===== config.mk =====
export PLATFORM = sky130hd
export DESIGN_NAME = fetch_stage
export DESIGN_NICKNAME = d
export VERILOG_FILES = /design/src/rtl/fetch_stage.sv
export SDC_FILE = /design/constraint.sdc
export NUM_CORES = 1
export LEC_CHECK = 0
export ABC_AREA = 0
export CELL_PAD_IN_SITES_DETAIL_PLACEMENT = 0
export CELL_PAD_IN_SITES_GLOBAL_PLACEMENT = 2
export CORE_ASPECT_RATIO = 1.4
export CORE_MARGIN = 4
export CORE_UTILIZATION = 34
export DETAILED_ROUTE_END_ITERATION = 7
export PLACE_DENSITY_LB_ADDON = 0.08
export SYNTH_ARGS = -nofsm -noshare
export SYNTH_HDL_FRONTEND = slang
export SYNTH_SLANG_ARGS = --single-unit

===== constraint.sdc =====
create_clock -name clk -period 10.5 [get_ports clk]
set_input_delay 1.575 -clock clk [delete_from_list [all_inputs] [get_ports clk]]
set_output_delay 1.575 -clock clk [all_outputs]
set_load 0.02 [all_outputs]

===== src/rtl/fetch_stage.sv =====
`default_nettype none
// ============================================================================
// fetch_stage : instruction fetch with req/ready memory handshake and IF/ID
//               register; absorbs memory latency, decode stalls and flushes.
// Revision    : 1.0
// ============================================================================
module fetch_stage #(
  parameter logic [31:0] NOP_INSTR = 32'h0000_0000,
  parameter logic [31:0] PC_STEP   = 32'd4
) (
  input  logic        clk,
  input  logic        reset,
  input  logic [31:0] pc,
  input  logic        stall_in,
  input  logic        flush,
  output logic        imem_req,
  output logic [31:0] imem_addr,
  input  logic [31:0] imem_rdata,
  input  logic        imem_ready,
  output logic        fetch_stall,
  output logic [31:0] if_id_instr,
  output logic [31:0] if_id_pc,
  output logic [31:0] if_id_pc_plus4,
  output logic        if_id_valid
);

  typedef enum logic [1:0] {
    FETCH = 2'd0,
    HOLD  = 2'd1,
    DRAIN = 2'd2
  } state_t;

  state_t      state_q, state_d;
  logic [31:0] addr_q, addr_d;
  logic [31:0] hold_instr_q, hold_instr_d;
  logic [31:0] hold_pc_q, hold_pc_d;
  logic [31:0] instr_q, instr_d;
  logic [31:0] ifpc_q, ifpc_d;
  logic [31:0] ifpc4_q, ifpc4_d;
  logic        valid_q, valid_d;

  // DRAIN keeps presenting the abandoned address so the handshake completes cleanly.
  always_comb begin
    imem_req    = !reset && (state_q != HOLD);
    imem_addr   = (state_q == DRAIN) ? addr_q : pc;
    fetch_stall = 1'b0;
    if (!reset) begin
      case (state_q)
        FETCH:   fetch_stall = !imem_ready || (!flush && stall_in);
        default: fetch_stall = 1'b1;
      endcase
    end
  end

  always_comb begin
    state_d      = state_q;
    addr_d       = imem_req ? imem_addr : addr_q;
    hold_instr_d = hold_instr_q;
    hold_pc_d    = hold_pc_q;
    instr_d      = instr_q;
    ifpc_d       = ifpc_q;
    ifpc4_d      = ifpc4_q;
    valid_d      = valid_q;
    case (state_q)
      FETCH: begin
        if (imem_ready) begin
          if (flush) begin
            instr_d = NOP_INSTR;
            valid_d = 1'b0;
          end else if (stall_in) begin
            hold_instr_d = imem_rdata;
            hold_pc_d    = pc;
            state_d      = HOLD;
          end else begin
            instr_d = imem_rdata;
            ifpc_d  = pc;
            ifpc4_d = pc + PC_STEP;
            valid_d = 1'b1;
          end
        end else if (flush) begin
          instr_d = NOP_INSTR;
          valid_d = 1'b0;
          state_d = DRAIN;
        end else if (!stall_in) begin
          instr_d = NOP_INSTR;
          valid_d = 1'b0;
        end
      end
      HOLD: begin
        if (flush) begin
          hold_instr_d = NOP_INSTR;
          hold_pc_d    = 32'd0;
          instr_d      = NOP_INSTR;
          valid_d      = 1'b0;
          state_d      = FETCH;
        end else if (!stall_in) begin
          instr_d = hold_instr_q;
          ifpc_d  = hold_pc_q;
          ifpc4_d = hold_pc_q + PC_STEP;
          valid_d = 1'b1;
          state_d = FETCH;
        end
      end
      DRAIN: begin
        instr_d = NOP_INSTR;
        valid_d = 1'b0;
        if (imem_ready) begin
          state_d = FETCH;
        end
      end
      default: state_d = FETCH;
    endcase
  end

  always_ff @(posedge clk or posedge reset) begin
    if (reset) begin
      state_q      <= FETCH;
      addr_q       <= 32'd0;
      hold_instr_q <= NOP_INSTR;
      hold_pc_q    <= 32'd0;
      instr_q      <= NOP_INSTR;
      ifpc_q       <= 32'd0;
      ifpc4_q      <= 32'd0;
      valid_q      <= 1'b0;
    end else begin
      state_q      <= state_d;
      addr_q       <= addr_d;
      hold_instr_q <= hold_instr_d;
      hold_pc_q    <= hold_pc_d;
      instr_q      <= instr_d;
      ifpc_q       <= ifpc_d;
      ifpc4_q      <= ifpc4_d;
      valid_q      <= valid_d;
    end
  end

  assign if_id_instr    = instr_q;
  assign if_id_pc       = ifpc_q;
  assign if_id_pc_plus4 = ifpc4_q;
  assign if_id_valid    = valid_q;

endmodule
`default_nettype wire


==> qor.log <==
[synthesis] netlist area before placement 9060 um^2
[clock_tree] number of buffers inserted during clock tree synthesis 17
[floorplanning] count of pins on the block boundary 200
[sta] final sum of negative setup slack 0 ns
[sta] worst hold slack after final layout 0.469 ns
[power] VDD IR-drop max 0.000138 V
[route] vias 7326
[setup_path] setup slack of the most critical reg-to-reg path 6.75 ns
[clock_tree] CTS clk-pin slew, worst paths 0.06 ns
[place] routability congestion estimate from global placement 0.756
[synthesis] fraction of registers with async set/reset 100%
[hold_path] endpoint with the worst hold slack addr_q[1]$_DFFE_PP0P_
[power] leakage component of the power 5.14 nW
[synthesis] sequential share of the synthesized area 53.3%
[synthesis] nets in the synthesized netlist 955
[grt] antenna violations before repair 0
[cells_and_area] area grow syn2layout 31.5%
[sta] number of failing setup endpoints in the final timing report 0
[floorplanning] Die Span X 146 um
[clock_tree] maximum clock insertion buffer count 2
[sta] skew final 0.00990 ns
[cells_and_area] antenna diode instance count 0
[floorplanning] core box area 26200 um^2
[floorplanning] Die Ht 201 um
[clock_tree] CTS tree done
[grt] remaining global-route overflow 0
[floorplanning] standard-cell row count 70
[synthesis] YS warnings 0
[setup_path] endpoint required time on the critical path 8.93 ns
[floorplanning] die area 29400 um^2
[cells_and_area] number of nets in the finished design 1118
[sta] Hold Vio Cnt, Final 0
[clock_tree] number of hold buffers added after CTS 0
[synthesis] proportion of netlist area held by the largest area contributor 53.3%
[route] number of vias per cell after detailed routing 5.30
[hold_path] Hold Path Class reg -> reg
[synthesis] flops & latches, synth 193
[setup_path] worst-path fanout max 33
[sta] Final Slew Violations 0
[clock_tree] post-CTS repair timing setup buffer count 0
[sta] Highest Clock Rate 164 MHz
[clock_tree] number of sinks driven by the clock tree 193
[clock_tree] number of gates resized after cts 0
[route] number of violations reported at the end of detailed-routing iteration 0 459
[hold_path] worst hold path cell count 2
[clock_tree] clock root buffer clkbuf_16
[synthesis] biggest area contributors in the synthesized netlist dfrtp_1, nand2_1, a22o_1
[sta] share of the cycle needed by the critical path after routing 57.9%
[setup_path] Reg2Reg Launch Point state_q[1]$_DFFE_PP0P_
[setup_path] Worst Setup Path Type in -> out
[synthesis] number of instances in the synthesized netlist 882
[clock_tree] number of H-tree branching levels 4
[sta] Rel. slew slack 26.5%
[floorplanning] effective utilization at floorplan 34.6%
[synthesis] Synth Flop Type dfrtp_1
[synthesis] number of synthesized flops with an enable pin 0
[setup_path] Critical Path Start Type input pin
[grt] global-route wire length before repair 44.4 mm
[run] MaxCap Viol Count 0
[place] Buffers on Ports 199
[status] status complete, no violations
[grt] pin count of the biggest net entering global routing 125
[route] first-pass iteration count of the detailed router 5
[setup_path] worst reg-to-reg path cell count 8
[sta] Tightest Pin Transition 1.10 ns
[clock_tree] clock latency on the worst-skew pair 0.44 ns
[setup_path] Reg2Reg Capture Point if_id_pc_plus4[31]$_DFFE_PP0P_
[sta] Min Clock Period, post-route 6.08 ns
[setup_path] arrival time of the worst setup path 4.51 ns
[setup_path] Critical Path End Type primary output
[route] DRT Wirelength 27.1 mm
[grt] Total Routing Usage GR 18.8%
[place] DP HPWL 17.9 mm
[route] antenna violation net count after detailed routing 0
[synthesis] cell type contributing the most total cell area after synthesis dfrtp_1
[route] remaining design rule violation count 0
[grt] via count of the first global-routing pass 7707
[synthesis] mean area per synthesized cell 10.3 um^2
[power] PwrDens 272 nW/um^2
[sta] setup repair after global routing missed its margin false
[route] average routed wire per standard cell 19.6 um
[cells_and_area] share of cells above drive strength 1 9.36%
[hold_path] source of the worst hold timing path addr_q[1]$_DFFE_PP0P_
[synthesis] Netlist cell types 61
-- layer usage --
metal	share of wire [%]	vias to the layer above	wire length, um	track usage [%]
li1	-	3502	-	-
met1	46	3628	12400	25.7
met2	48	176	13100	30.6
met3	4.4	20	1200	3.87
met4	1.4	0	382	4.92
met5	0	-	0	0
-- registers in the layout, summed over array words and instances, names as in the netlist --
name	cells
addr_q	32
hold_instr_q	32
hold_pc_q	32
if_id_instr	32
if_id_pc	32
if_id_pc_plus4	30
if_id_valid	1
state_q	2
-- through the flow --
step / util (%) / power [W] / cell area (um^2) / cells / setup WS (ns)
floorplan: - / 0.00200 / 9060 / 882 / 3.67
global placement: 43.2 / 0.00260 / 11300 / 1350 / 4.35
detailed placement: 43.2 / 0.00260 / 11300 / 1350 / 4.36
CTS: 45.5 / 0.00329 / 11900 / 1382 / 4.37
global route: 45.5 / 0.00344 / 11900 / 1382 / 4.27
finish: 45.5 / 0.00324 / 11900 / 1382 / 4.42
-- critical path, cell delays in order --
cell and delay, ns:
clkdlybuf4s50_1 0.52, or2_2 0.64, inv_1 0.78, buf_4 0.33, clkdlybuf4s50_1 0.63
-- layout by cell type, fill, tap and decap left out, types with 6 or more instances in the layout --
cell type        instances
buf_4                   12
xor2_1                  10
o31ai_1                 41
o21ai_0                 40
inv_1                    7
a22oi_1                 33
mux2_2                  38
nor2_1                  15
dfrtp_1                193
a22o_1                  64
nand3_1                 15
a21o_1                   7
xnor2_1                  6
clkdlybuf4s50_1        199
mux2i_1                 23
clkbuf_16               17
a21oi_1                  9
a31oi_1                  6
nand3b_1                 6
nand2_1                215
-- synth_stat cells, drive strengths merged (3+ instances only) --
| cell | number |
|---|---|
| or3 | 3 |
| a22o | 64 |
| nand2 | 215 |
| xnor2 | 6 |
| inv | 8 |
| a21oi | 10 |
| ha | 4 |
| nand4b | 4 |
| mux2i | 23 |
| nor4 | 5 |
| nand3b | 6 |
| buf | 17 |
| and4 | 4 |
| a211oi | 3 |
| nor2b | 5 |
| mux2 | 38 |
| a221o | 3 |
| o31ai | 41 |
| xor2 | 10 |
| a21o | 7 |
| a31oi | 7 |
| nand4 | 6 |
| o2111ai | 3 |
| clkbuf | 50 |
| nor3 | 6 |
| nand2b | 3 |
| nand3 | 15 |
| and2 | 5 |
| nor2 | 15 |
| o21ai | 41 |
| dfrtp | 193 |
| a22oi | 34 |
-- power by group --
group	switching, W	total (W)	internal [W]	leakage [nW]
Sequential	0.000196	0.00123	0.00104	2.45
Clock	0.000296	0.000661	0.000365	0.286
Combinational	0.000711	0.00134	0.000629	2.40
Total	0.00120	0.00324	0.00203	5.14
-- worst max-delay path by stage --
stage,slack (ns),from,end
after global placement,4.35,reset,imem_req
after global routing,4.27,reset,imem_req
after detailed placement,4.36,reset,imem_req
after CTS,4.37,reset,imem_req
final,4.42,reset,imem_req
after floorplan,3.67,reset,addr_q[0]$_DFFE_PP0P_
-- area by class of cell --
class	instances	area, um^2
clock buffer	20	457
inverter	8	37.5
clock inverter	12	134
sequential	193	4830
timing repair buffer	211	2080
fill	2511	14300
multi-input combinational	614	3970
tap	324	405
-- kinds of logic after synthesis --
| family | after synthesis | synth area share [%] |
|---|---|---|
| buffers and inverters | 75 | 3.47 |
| and+or+nand+nor | 297 | 14.3 |
| DFF | 193 | 53.3 |
| xor gates and xnor gates | 16 | 1.55 |
| muxes | 61 | 7.27 |
| AOI/OAI and AO/OA | 236 | 19.6 |
| adders and majority gates | 4 | 0.553 |
(Power assumes the default switching activity.)
